--- src/rtl/seq_detector_n.sv ---
// Serial N-bit pattern detector with overlap control, clock-enable, runtime
// pattern reload and a saturating match counter.
module seq_detector_n #(
  parameter int unsigned N = 3,
  parameter logic [N-1:0] DEFAULT_PATTERN = {N{1'b1}},
  parameter int unsigned CNT_W = 8
) (
  input  logic                     clk,
  input  logic                     reset,
  input  logic                     en,
  input  logic                     x,
  input  logic                     load,
  input  logic [N-1:0]             pattern,
  input  logic                     overlap,
  output logic                     match,
  output logic [CNT_W-1:0]         match_cnt,
  output logic                     cnt_sat,
  output logic [$clog2(N+1)-1:0]   fill
);

  localparam int unsigned FW = $clog2(N+1);
  localparam logic [FW-1:0] FULL = FW'(N);

  // fill is the state; phase is its coarse decode
  typedef enum logic [1:0] {EMPTY, PARTIAL, ARMED} phase_t;

  phase_t          phase;
  logic [N-1:0]    hist;
  logic [N-1:0]    hist_nx;
  logic [N-1:0]    hist_shift;
  logic [N-1:0]    pat_reg;
  logic [N-1:0]    pat_nx;
  logic [FW-1:0]   fill_nx;
  logic [FW-1:0]   fill_inc;
  logic            match_nx;
  logic            hit;
  logic [CNT_W-1:0] cnt_nx;

  always_ff @(posedge clk or posedge reset) begin
    if (reset) begin
      hist      <= '0;
      fill      <= '0;
      pat_reg   <= DEFAULT_PATTERN;
      match     <= 1'b0;
      match_cnt <= '0;
    end else begin
      hist      <= hist_nx;
      fill      <= fill_nx;
      pat_reg   <= pat_nx;
      match     <= match_nx;
      match_cnt <= cnt_nx;
    end
  end

  // next-state: load beats en beats idle
  always_comb begin
    phase      = PARTIAL;
    hist_nx    = hist;
    fill_nx    = fill;
    pat_nx     = pat_reg;
    match_nx   = 1'b0;
    cnt_nx     = match_cnt;

    if (fill == '0)        phase = EMPTY;
    else if (fill == FULL) phase = ARMED;

    hist_shift = {hist[N-2:0], x};
    fill_inc   = (phase == ARMED) ? FULL : fill + FW'(1);
    hit        = (fill_inc == FULL) && (hist_shift == pat_reg);

    if (load) begin
      pat_nx  = pattern;
      hist_nx = '0;
      fill_nx = '0;
      cnt_nx  = '0;
    end else if (en) begin
      hist_nx  = hist_shift;
      fill_nx  = fill_inc;
      match_nx = hit;
      if (hit) begin
        if (!cnt_sat) cnt_nx = match_cnt + CNT_W'(1);
        // non-overlap: stale history is ignored until N new bits arrive
        if (!overlap) fill_nx = '0;
      end
    end
  end

  assign cnt_sat = &match_cnt;

endmodule

--- config.mk ---
export PLATFORM = sky130hd
export DESIGN_NAME = seq_detector_n
export DESIGN_NICKNAME = d
export VERILOG_FILES = /design/src/rtl/seq_detector_n.sv
export SDC_FILE = /design/constraint.sdc
export NUM_CORES = 1
export LEC_CHECK = 0
export BUFFER_PORTS_ARGS = -buffer_cell sky130_fd_sc_hd__buf_2
export CORE_MARGIN = 8
export CORE_UTILIZATION = 57
export CTS_BUF_LIST = sky130_fd_sc_hd__clkbuf_2 sky130_fd_sc_hd__clkbuf_4 sky130_fd_sc_hd__clkbuf_8
export CTS_CLUSTER_SIZE = 40
export DETAILED_ROUTE_END_ITERATION = 7
export PLACE_DENSITY = 0.85
export SYNTH_ARGS = -nofsm -noshare
export SYNTH_HDL_FRONTEND = slang
export SYNTH_SLANG_ARGS = --single-unit
--- constraint.sdc ---
create_clock -name clk -period 4.5 [get_ports clk]
set_input_delay 0.225 -clock clk [delete_from_list [all_inputs] [get_ports clk]]
set_output_delay 0.225 -clock clk [all_outputs]
set_load 0.005 [all_outputs]
==> flow_metrics.env <==
export IMPL_grt_max_degree=18
export IMPL_fillers=85
export IMPL_first_global_vias=630
export IMPL_cp_num_cells=4
export IMPL_drv_cap=0
export IMPL_initial_core_util_pct=62.1
export IMPL_die_y_um=53.9
export IMPL_synth_warnings=0
export IMPL_cts_tree="done"
export IMPL_rr_worst_depth=4
export IMPL_syn_num_nets=90
export IMPL_min_to="pat_reg[0]$_DFFE_PP1P_"
export IMPL_antenna_cells=0
export IMPL_ant_nets=0
export IMPL_rrSetupSlack_ns=2.65
export IMPL_cp_arrival_ns=2.03
export IMPL_ys_seq_area_share_pct=49.4
export IMPL_synth_distinct_cells=27
export IMPL_cts_buffers=3
export IMPL_netlist_instances=80
export IMPL_vdd_ir_drop_max_mv=0.222
export IMPL_vias=653
export IMPL_dp_hpwl_um=1130
export IMPL_period_minus_slack_ns=1.85
export IMPL_insertion_delay_ns=0.28
export IMPL_path_clk_slew_ns=0.10
export IMPL_syn_area_sq_um=818
export IMPL_cts_num_sinks=16
export IMPL_power_total_uw=265
export IMPL_fmax_ghz=0.541
export IMPL_io_buffers=20
export IMPL_fp_row_count=13
export IMPL_cts_resized=0
export IMPL_power_leakage_uw=0.000432
export IMPL_avgSynthCellArea_sq_um=10.2
export IMPL_cp_start_kind="flip-flop"
export IMPL_path_class="reg -> reg"
export IMPL_synthToLayoutAreaGrowth_pct=17.0
export IMPL_antenna_found_initial=0
export IMPL_fp_coreArea_sq_mm=0.00132
export IMPL_crit_fanout=15
export IMPL_worstPathCellList="xnor2_1 > nand4b_2 > or3_1 > a221oi_1"
export IMPL_largest_reg_flops=8
export IMPL_gp_congestion=0.816
export IMPL_setup_viol=0
export IMPL_htree_levels=1
export IMPL_path_buf_inv=0
export IMPL_post_route_period_util_pct=41.1
export IMPL_grt_usage_pct=12.0
export IMPL_slowest_stage="dfstp_2"
export IMPL_maxSlewViolCount=0
export IMPL_reg2reg_to="match_cnt[6]$_DFFE_PP0P_"
export IMPL_rsz0062_at_grt="false"
export IMPL_drt_iter0_drc=19
export IMPL_outcome="finished clean"
export IMPL_max_slew_margin_pct=62.2
export IMPL_routedWlPerCell_um=13.1
export IMPL_timing_rr_start="pat_reg[2]$_DFFE_PP1P_"
export IMPL_hold_viol=0
export IMPL_route_detailed_drc=0
export IMPL_preCtsSetupSlack_ns=2.66
export IMPL_grt_overflow=0
export IMPL_clock_path_buffers=2
export IMPL_whs_path_depth=2
export IMPL_required_ns=4.68
export IMPL_critical_path_endpoint_type="flip-flop"
export IMPL_die_x_um=53.9
export IMPL_tightest_slew_ns=0.566
export IMPL_grt_first_pass_wirelength_um=2650
export IMPL_final_nets=112
export IMPL_final_setup_tns_ns=0
export IMPL_cts_root_buf="clkbuf_4"
export IMPL_boundaryPins=21
export IMPL_power_density_mw_per_mm2=277
export IMPL_clock_skew_ns=0.00681
export IMPL_drive_gt1_share_pct=31.7
export IMPL_dieArea_sq_mm=0.00290
export IMPL_dr_pass1_iters=4
export IMPL_layout_setup_ws_ns=2.65
export IMPL_cp_top_family="simple AND/OR/NAND/NOR gates"
export IMPL_via_per_inst=5.63
export IMPL_drt_wl_total_um=1530
export IMPL_slowest_delay_ns=0.55
export IMPL_synth_seq_cells=16
export IMPL_hold_class="in -> reg"
export IMPL_min_delay_start="pattern[0]"
## stage by stage
stage / util [%] / cells / area [sq um] / hold WS (ns)
global placement: 69.6 / 111 / 917 / 0.315
detailed placement: 69.6 / 111 / 917 / 0.309
finish: 72.6 / 116 / 957 / 0.178
floorplan: - / 80 / 818 / 0.137
global route: 72.6 / 116 / 957 / 0.168
CTS: 72.6 / 116 / 957 / 0.174
## layout make-up
type                       count  area, sq um  area share [%]
multi-input combinational     56          379            39.6
clock buffer                   4         30.0            3.14
timing repair buffer          21          110            11.5
tap                           15         18.8            1.96
sequential                    16          404            42.2
inverter                       4         15.0            1.57
## per-layer routing
metal | up-vias | GRT usage [%] | wire length, um | part of all wire, %
met2 | 22 | 19.1 | 690 | 45
met5 | - | 0 | 0 | 0
met3 | 0 | 4.13 | 86 | 5.6
li1 | 334 | - | - | -
met4 | 0 | 1.26 | 0 | 0
met1 | 297 | 15.9 | 748 | 49
## Yosys cell counts
| cell | n | share of area [%] |
|---|---|---|
| inv_1 | 4 | 1.8 |
| or4_1 | 2 | 1.8 |
| buf_4 | 1 | 0.92 |
| o31ai_1 | 4 | 3.7 |
| mux2_2 | 3 | 4.1 |
| nand2_1 | 3 | 1.4 |
| o21bai_1 | 1 | 0.92 |
| buf_2 | 1 | 0.61 |
| xnor2_1 | 2 | 2.1 |
| nand3_1 | 4 | 2.4 |
| xnor2_2 | 1 | 2.0 |
| or2_0 | 1 | 0.77 |
| nand4_1 | 2 | 1.5 |
| a211oi_1 | 1 | 0.92 |
| clkbuf_1 | 2 | 0.92 |
| nand2b_1 | 3 | 2.3 |
| o221ai_1 | 1 | 1.1 |
| a21oi_1 | 8 | 4.9 |
| o21ai_0 | 2 | 1.2 |
| nand4b_2 | 1 | 1.8 |
| or3_1 | 5 | 3.8 |
| dfstp_2 | 3 | 9.6 |
| nor2_1 | 7 | 3.2 |
| a221oi_1 | 1 | 1.1 |
| ha_1 | 1 | 1.5 |
| dfrtp_1 | 13 | 40 |
| mux2i_1 | 3 | 3.7 |
## power breakdown
part           switching, uW  total (uW)  leakage [uW]  internal [uW]
registers               4.28         155      0.000211            151
clock network           43.9        84.2     0.0000184           40.3
logic                   12.9        25.6      0.000203           12.7
## cell families (layout without fill, tap and decap cells)
| group | Yosys count | count (layout) | synth area share [%] |
|---|---|---|---|
| AND/OR/NAND/NOR | 28 | 28 | 19.1 |
| flip-flops | 16 | 16 | 49.4 |
| buffers and inverters | 8 | 29 | 4.28 |
| XOR/XNOR | 3 | 3 | 4.13 |
| adder cells (fa/ha/maj) | 1 | 1 | 1.53 |
| multiplexers | 6 | 6 | 7.80 |
| AO/OA/AOI/OAI | 18 | 18 | 13.8 |
## what timing repair did
| action | in CTS | in global routing |
|---|---|---|
| setup buffers | 0 | 0 |
| hold endpoints to repair | 5 | 0 |
| setup endpoints to repair | 0 | 0 |
| hold buffers | 1 | 0 |
## how the worst max path moves through the flow
stage / startpoint / to
after floorplan: pat_reg[2]$_DFFE_PP1P_ / match_cnt[0]$_DFFE_PP0P_
after global routing: pat_reg[2]$_DFFE_PP1P_ / match_cnt[6]$_DFFE_PP0P_
final: pat_reg[2]$_DFFE_PP1P_ / match_cnt[6]$_DFFE_PP0P_
after detailed placement: pat_reg[2]$_DFFE_PP1P_ / match_cnt[6]$_DFFE_PP0P_
after global placement: pat_reg[2]$_DFFE_PP1P_ / match_cnt[4]$_DFFE_PP0P_
after CTS: pat_reg[2]$_DFFE_PP1P_ / match_cnt[6]$_DFFE_PP0P_
## placed cells by master (no fill, tap or decap), types with 3 or more instances in the layout
cell type / instances
dfstp_2: 3
buf_2: 20
inv_1: 4
nor2_1: 7
nand3_1: 4
dfrtp_1: 13
clkbuf_4: 4
o31ai_1: 4
or3_1: 5
mux2_2: 3
nand2_1: 3
a21oi_1: 8
mux2i_1: 3
nand2b_1: 3
Power figures use the tool's default switching activity.
